==> src/rtl/cpu_pkg.sv <==
// Shared CPU definitions: datapath widths, ALU op-vector bit positions, stage state encoding.
// Latency: none (declarations only).
// Backpressure: not applicable.
package cpu_pkg;

  localparam int DATA_W    = 16;
  localparam int REG_IDX_W = 3;
  localparam int ALU_SIG_W = 13;

  // Bit positions inside the one-hot alusignals vector
  localparam int ALU_ADD = 0;
  localparam int ALU_LD  = 1;
  localparam int ALU_ST  = 2;
  localparam int ALU_SUB = 3;
  localparam int ALU_AND = 4;
  localparam int ALU_OR  = 5;
  localparam int ALU_SLL = 6;
  localparam int ALU_SRL = 7;
  localparam int ALU_SRA = 8;
  localparam int ALU_SLT = 9;
  localparam int ALU_BEQ = 10;
  localparam int ALU_JMP = 11;
  localparam int ALU_XOR = 12;

  typedef enum logic {
    IDLE   = 1'b0,
    ACCESS = 1'b1
  } state_t;

  // Any op that needs the data memory (a load wins if both bits are set)
  function automatic logic is_mem_op(input logic [ALU_SIG_W-1:0] sig);
    return sig[ALU_LD] | sig[ALU_ST];
  endfunction

endpackage

==> src/rtl/mem_timeout_ctr.sv <==
// Watchdog counter for an outstanding memory request: clear, count, flag the last allowed cycle.
// Latency: expire is combinational from the count; count updates on the clock edge.
// Backpressure: none; the owner decides when to clear and enable.
module mem_timeout_ctr #(
  parameter int TIMEOUT_CYC = 64
) (
  input  logic clk,
  input  logic rst_n,
  input  logic i_clr,
  input  logic i_en,
  output logic o_expire
);

  localparam int CNT_W = (TIMEOUT_CYC > 1) ? $clog2(TIMEOUT_CYC) : 1;

  logic [CNT_W-1:0] r_cnt;

  // Cycle counter; clear has priority so a fresh access always starts at zero
  always_ff @(posedge clk or negedge rst_n) begin
    if (!rst_n) begin
      r_cnt <= '0;
    end else if (i_clr) begin
      r_cnt <= '0;
    end else if (i_en) begin
      r_cnt <= r_cnt + CNT_W'(1);
    end
  end

  assign o_expire = (r_cnt == CNT_W'(TIMEOUT_CYC - 1));

endmodule

==> src/rtl/mem_access_stage.sv <==
// Memory stage: passes ALU results to writeback, or performs a req/ack data-memory access.
// Latency: 1 cycle for non-memory ops; 2+n cycles for loads/stores acked after n wait cycles.
// Backpressure: in_ready drops for the whole access; writeback is a pulse with no backpressure.
module mem_access_stage #(
  parameter int DATA_W      = 16,
  parameter int ADDR_W      = 8,
  parameter int TIMEOUT_CYC = 64
) (
  input  logic                          clk,
  input  logic                          rst_n,
  input  logic                          in_valid,
  output logic                          in_ready,
  input  logic [cpu_pkg::ALU_SIG_W-1:0] in_alusignals,
  input  logic [DATA_W-1:0]             in_result,
  input  logic [DATA_W-1:0]             in_stdata,
  input  logic [cpu_pkg::REG_IDX_W-1:0] in_rd,
  input  logic                          in_wben,
  output logic                          dmem_req,
  output logic                          dmem_we,
  output logic [ADDR_W-1:0]             dmem_addr,
  output logic [DATA_W-1:0]             dmem_wdata,
  input  logic                          dmem_ack,
  input  logic [DATA_W-1:0]             dmem_rdata,
  output logic                          wb_valid,
  output logic                          wb_en,
  output logic [cpu_pkg::REG_IDX_W-1:0] wb_rd,
  output logic [DATA_W-1:0]             wb_data,
  output logic                          err
);

  import cpu_pkg::*;

  state_t                 r_state,    w_state_nxt;
  logic                   r_req,      w_req_nxt;
  logic                   r_we,       w_we_nxt;
  logic [ADDR_W-1:0]      r_addr,     w_addr_nxt;
  logic [DATA_W-1:0]      r_wdata,    w_wdata_nxt;
  logic                   r_wb_valid, w_wb_valid_nxt;
  logic                   r_wb_en,    w_wb_en_nxt;
  logic [REG_IDX_W-1:0]   r_wb_rd,    w_wb_rd_nxt;
  logic [DATA_W-1:0]      r_wb_data,  w_wb_data_nxt;
  logic                   r_err,      w_err_nxt;

  logic w_is_ld;
  logic w_is_mem;
  logic w_ctr_clr;
  logic w_ctr_en;
  logic w_expire;
  logic w_unused_bits;

  assign w_is_ld  = in_alusignals[ALU_LD];
  assign w_is_mem = is_mem_op(in_alusignals);

  // Only the ld/st bits steer this stage; the rest of the op vector is intentionally ignored
  assign w_unused_bits = ^in_alusignals;

  mem_timeout_ctr #(
    .TIMEOUT_CYC(TIMEOUT_CYC)
  ) u_timeout (
    .clk      (clk),
    .rst_n    (rst_n),
    .i_clr    (w_ctr_clr),
    .i_en     (w_ctr_en),
    .o_expire (w_expire)
  );

  // Next-state and next-output decode; everything defaults to hold except the retire pulse
  always_comb begin
    w_state_nxt    = r_state;
    w_req_nxt      = r_req;
    w_we_nxt       = r_we;
    w_addr_nxt     = r_addr;
    w_wdata_nxt    = r_wdata;
    w_wb_valid_nxt = 1'b0;
    w_wb_en_nxt    = r_wb_en;
    w_wb_rd_nxt    = r_wb_rd;
    w_wb_data_nxt  = r_wb_data;
    w_err_nxt      = r_err;
    w_ctr_clr      = 1'b0;
    w_ctr_en       = 1'b0;

    case (r_state)
      IDLE: begin
        // A stray ack here is ignored: nothing is outstanding
        if (in_valid) begin
          w_wb_rd_nxt = in_rd;
          if (w_is_mem) begin
            w_addr_nxt  = in_result[ADDR_W-1:0];
            w_wdata_nxt = in_stdata;
            w_we_nxt    = ~w_is_ld;
            w_req_nxt   = 1'b1;
            w_ctr_clr   = 1'b1;
            w_state_nxt = ACCESS;
          end else begin
            w_wb_valid_nxt = 1'b1;
            w_wb_en_nxt    = in_wben;
            w_wb_data_nxt  = in_result;
          end
        end
      end
      ACCESS: begin
        w_ctr_en = 1'b1;
        // An ack on the final allowed cycle still counts as a completed access
        if (dmem_ack) begin
          w_req_nxt      = 1'b0;
          w_wb_valid_nxt = 1'b1;
          w_wb_en_nxt    = ~r_we;
          w_wb_data_nxt  = r_we ? '0 : dmem_rdata;
          w_state_nxt    = IDLE;
        end else if (w_expire) begin
          w_req_nxt      = 1'b0;
          w_err_nxt      = 1'b1;
          w_wb_valid_nxt = 1'b1;
          w_wb_en_nxt    = 1'b0;
          w_wb_data_nxt  = '0;
          w_state_nxt    = IDLE;
        end
      end
      default: begin
        w_state_nxt = IDLE;
        w_req_nxt   = 1'b0;
      end
    endcase
  end

  // State and output registers; reset aborts any access and drops the request immediately
  always_ff @(posedge clk or negedge rst_n) begin
    if (!rst_n) begin
      r_state    <= IDLE;
      r_req      <= 1'b0;
      r_we       <= 1'b0;
      r_addr     <= '0;
      r_wdata    <= '0;
      r_wb_valid <= 1'b0;
      r_wb_en    <= 1'b0;
      r_wb_rd    <= '0;
      r_wb_data  <= '0;
      r_err      <= 1'b0;
    end else begin
      r_state    <= w_state_nxt;
      r_req      <= w_req_nxt;
      r_we       <= w_we_nxt;
      r_addr     <= w_addr_nxt;
      r_wdata    <= w_wdata_nxt;
      r_wb_valid <= w_wb_valid_nxt;
      r_wb_en    <= w_wb_en_nxt;
      r_wb_rd    <= w_wb_rd_nxt;
      r_wb_data  <= w_wb_data_nxt;
      r_err      <= w_err_nxt;
    end
  end

  assign in_ready   = (r_state == IDLE);
  assign dmem_req   = r_req;
  assign dmem_we    = r_we;
  assign dmem_addr  = r_addr;
  assign dmem_wdata = r_wdata;
  assign wb_valid   = r_wb_valid;
  assign wb_en      = r_wb_en;
  assign wb_rd      = r_wb_rd;
  assign wb_data    = r_wb_data;
  assign err        = r_err;

endmodule

==> config.mk <==
export PLATFORM = sky130hd
export DESIGN_NAME = mem_access_stage
export DESIGN_NICKNAME = d
export VERILOG_FILES = /design/src/rtl/cpu_pkg.sv /design/src/rtl/mem_timeout_ctr.sv /design/src/rtl/mem_access_stage.sv
export SDC_FILE = /design/constraint.sdc
export NUM_CORES = 1
export LEC_CHECK = 0
export CORE_MARGIN = 2
export CORE_UTILIZATION = 43
export CTS_CLUSTER_DIAMETER = 30
export DETAILED_ROUTE_END_ITERATION = 10
export GPL_TIMING_DRIVEN = 0
export PLACE_DENSITY = 0.95
export SYNTH_ARGS = -nofsm -noshare
export SYNTH_HDL_FRONTEND = slang
export SYNTH_SLANG_ARGS = --single-unit
==> constraint.sdc <==
create_clock -name clk -period 2.7 [get_ports clk]
set_input_delay 0.675 -clock clk [delete_from_list [all_inputs] [get_ports clk]]
set_output_delay 0.675 -clock clk [all_outputs]
set_load 0.1 [all_outputs]
# After elaboration in Yosys (flattened, before gate mapping)
# Cells that the tools add are included.
[totals]
reg_bits = 55
input_bits = 69
wordCells = 57
[classes]
add_sub_neg = 1
n_eq_ne = 5
muxes = 29
bitwise_logic = 5
reduce_logical = 6
[op_table]
columns = ["operator", "n"]
rows = [
  ["16-bit 2-to-1 mux", 5],
  ["16-bit case mux with 2 select lines", 1],
  ["1-bit 2-to-1 mux", 17],
  ["6-bit 2-to-1 mux", 2],
  ["3-bit AND reduction", 4],
  ["1-bit case mux with 2 select lines", 4],
  ["6-bit by 1-bit adder with 6-bit output, second input constant", 1],
  ["6-bit == test, second input constant", 1],
  ["2-bit != test, second input constant", 2],
  ["1-bit inverter", 4],
  ["3-bit by 2-bit != test with 1-bit output, second input constant", 1],
  ["2-bit by 1-bit != test with 1-bit output, second input constant", 1],
  ["2-bit AND reduction", 1],
  ["2-bit nonzero test", 1],
  ["1-bit OR", 1],
]

# Logic depth before layout (Yosys ltp)
[logic_depth]
depth_word = 5
ltp_mapped = 6

# Cells and area by module
# From an unflattened synthesis, not the netlist that was laid out.
[hier_totals]
cells_unflattened = 161
area_unflattened_um2 = 2316.0
[by_module_without_submodules]
columns = ["mod", "instances", "cells_each", "area_each_um2"]
rows = [
  ["mem_access_stage", 1, 133, 2034.5],
  ["mem_timeout_ctr", 1, 28, 281.5],
]

# Least setup slack after synthesis
# Ideal clock, no wire load.
[synth_path]
kind = "reg-to-output"
from = "register r_state"
to = "output port in_ready"
t_arrival_ns = 1.653
required_time_ns = 2.025
setup_slack_ns = 0.372
path_stages_with_launch = 4
n_path_buf = 2
cell_sequence = "dfrtp_1 > buf_6 > inv_1 > clkbuf_1"
[synth_via]
elab_chain_len = 1
[synth_rtl]
columns = ["item", "line_no", "text"]
rows = [
  ["from (decl)", "mem_access_stage.sv:33", "state_t r_state, w_state_nxt;"],
  ["from (signal assigned)", "mem_access_stage.sv:140", "r_state <= w_state_nxt;"],
  ["1-bit inverter (no line)", "-", ""],
  ["to (decl)", "mem_access_stage.sv:12", "output logic in_ready,"],
]
# Every way passes these cells.

# Worst setup path after layout
# Ends and elaborated chain as after synthesis.

==> impl_metrics.ini <==
[run_status]
status = complete, no violations

[synth]
synth.most_common_cell = dfrtp_1
synth_ff_type = dfrtp_1
synth_top_area_share = 0.5820
netlist_top_cells_count = 55 x dfrtp_1, 35 x mux2_2, 16 x a22o_1, 8 x mux2_4, 7 x nand2_1
synth_top_area_cell = dfrtp_1
ys_top_cells_by_area = dfrtp_1 58%, mux2_2 17%, a22o_1 5.9%, mux2_4 5.1%, nand2_1 1.1%
syn_inst = 165
synth-edff-count = 0
synth.yosys.seq_area_share = 0.5820
syn-num-nets = 235
yosysUniqueCellTypes = 30
async_flop_share = 1.000
ys_ff_latch = 55
netlist_area_mm2 = 0.002365
yosys_warnings = 0
syn_area_per_cell_um2 = 14.33

[sta]
skew_ns = 0.005566
finalMaxSlewViolations = 0
rsz0062_at_grt = no
slew_headroom = 0.3343
setup_viol = 0
fmaxAchievable_mhz = 391.9
worstMarginPinSlew_ns = 0.9954
hold_violations = 0
hold_ws_ns = 0.3604
fin_crit_sh = 0.9451
period_needed_ns = 2.552

[clocking]
cts_setup_buffers = 0
htree_num_levels = 2
cts_num_sinks = 55
clk_latency_ns = 0.30
clkTransAtPathRegs_ns = 0.09
root_buffer = clkbuf_8
numCtsBuffers = 5
hold_buffers = 0
cts_tree = done
cts_buffer_depth = 2

[global_routing]
busiest_layer = met2
grt_first_pass_wirelength_mm = 9.418
use_met1 = 0.2375
gr-usage-met2 = 0.3431
grt_use_met3 = 0.05862
grt_pass1_vias = 1907
grt_util_all_layers = 0.1964
antenna_found_initial = 0
grt_max_degree = 33
grt_remaining_overflow = 0

[pwr]
power.density_mw_per_mm2 = 1103
seq_power_share = 0.291
p_int_w = 0.001879
clockPowerShare = 0.117
combPwrFrac = 0.592
p_leak_nw = 1.540
power_switching_w = 0.002117
swShare = 0.5297
vdd_ir_drop_max_mv = 0.5959

[worst_setup_path]
critPathBufInv = 4
worst_setup_path_end_kind = output port
start_kind = register
critPathArrivalTime_ns = 1.88
crit_path_max_fanout = 10
critical_path.cell_chain = buf_6 -> inv_1 -> clkbuf_1 -> clkbuf_4
max_stage_delay_ns = 0.44
cp_top_family = buffers and inverters
required_ns = 2.03
critPathKind = reg -> out
slowest_stage = clkbuf_4

[route]
drc = 0
wl_per_cell_um = 16.39
wl_mm = 5.770
dr.first_iter.drc_count = 97
firstDrtPassIters = 5
routed-via-count = 1802
viasPerCell = 5.119
antenna_left = 0

[layout]
fin_area_mm2 = 0.003623
fin_nets = 349
antenna_cells = 0
fill_cells = 415
fin_cells = 352
synthToLayoutAreaGrowth_pct = 53.23
drive_gt1_frac = 0.2143

[floorplanning]
die_y_um = 78.16
fp-row-count = 27
start_util = 0.4375
die_w_um = 78.16
ios = 118
die_area_mm2 = 0.006109
core_area_mm2 = 0.005405

[placed_design]
gp_congestion = 0.7583
io_buffers = 106
placed_area_mm2 = 0.003531
dp_cells = 344
hpwl_mm = 4.365

[min_path]
min_path_type = in -> async

[job]
max-cap-violations = 0
[power by group through the flow]
stage / Sequential (W) / Clock, W / Combinational [W]
2_1_floorplan: 0.00258 / 0 / 0.000367
3_3_place_gp: 0.00116 / 0 / 0.00235
3_5_place_dp: 0.00118 / 0 / 0.00238
4_1_cts: 0.00116 / 0.000489 / 0.00238
5_1_grt: 0.00119 / 0.000523 / 0.00244
6_report: 0.00116 / 0.000467 / 0.00237
[placed cells by master (no fill, tap or decap), drive strengths merged]
cell	n
a21oi	3
nor2b	1
mux2	43
buf	6
o21ai	6
clkdlybuf4s50	104
o31ai	1
o211a	1
clkbuf	13
nand4	2
o221ai	1
mux2i	1
clkinv	1
a22o	16
o311ai	1
nand3	3
nand2	7
a31o	1
o22ai	1
and3b	1
a211o	1
ha	1
nor2	2
o211ai	1
xor2	2
or4b	1
inv	4
dfrtp	55
[repair_timing]
item | CTS | global route
setup endpoints to repair | 1 | 1
gates resized for setup | 5 | 1
cloned | 0 | 0
[stage by stage]
stage               utilization  worst slack (ns)  total power (W)  setup TNS (ns)
global placement         0.6505           -0.7129         0.003512          -41.27
CTS                      0.6699           0.06143         0.004031               0
global route             0.6704           0.01331         0.004150               0
floorplan                     -            0.3725         0.002945               0
detailed placement       0.6532           -0.3081         0.003554          -2.706
finish                   0.6704            0.1482         0.003996               0
[state kept, by name, indices dropped and copies added (netlist names)]
register,flops
dmem_wdata,16
err,1
u_timeout.r_cnt,6
dmem_req,1
wb_rd,3
wb_data,16
dmem_addr,8
r_state,1
dmem_we,1
wb_valid,1
wb_en,1
[cell families (layout without fill, tap and decap cells)]
logic type      count (synthesis)  in the layout  synth area share
xor+xnor                        2              2          0.007409
flops                          55             55            0.5820
mux                            44             44            0.2217
fa+ha+maj                       1              1          0.005290
simple gates                   17             17           0.03810
compound gates                 33             33            0.1138
buf+inv                        13            128           0.03175
[metal layers]
layer | share of wire | vias up | routed length [µm]
met4 | 0.0099 | 0 | 57
met3 | 0.065 | 6 | 373
met5 | 0 | - | 0
li1 | - | 831 | -
met1 | 0.40 | 902 | 2281
met2 | 0.53 | 63 | 3057
[final timing paths]
kind | from | end | slack, ns | cells after the start
max in group asynchronous | rst_n | dmem_req | 1.78 | 2
worst max register to register | u_timeout.r_cnt[0] | wb_data[13] | 0.59 | 5
worst max-delay path | r_state | in_ready | 0.15 | 4
worst min register to register | u_timeout.r_cnt[5] | u_timeout.r_cnt[5] | 0.50 | 1
min in group clk | u_timeout.r_cnt[5] | u_timeout.r_cnt[5] | 0.50 | 1
worst min-delay path | rst_n | wb_data[11] | 0.36 | 1
[layout make-up]
cell class	instances	area, µm²	area share
clock buffer	7	86.33	0.02383
buffer	9	60.06	0.01657
tap	72	90.09	0.02486
clock inverter	1	8.758	0.002417
inverter	4	15.01	0.004144
timing repair buffer	107	1074	0.2963
multi-input combinational	97	913.4	0.2521
sequential	55	1376	0.3798
Power figures use the tool's default switching activity.
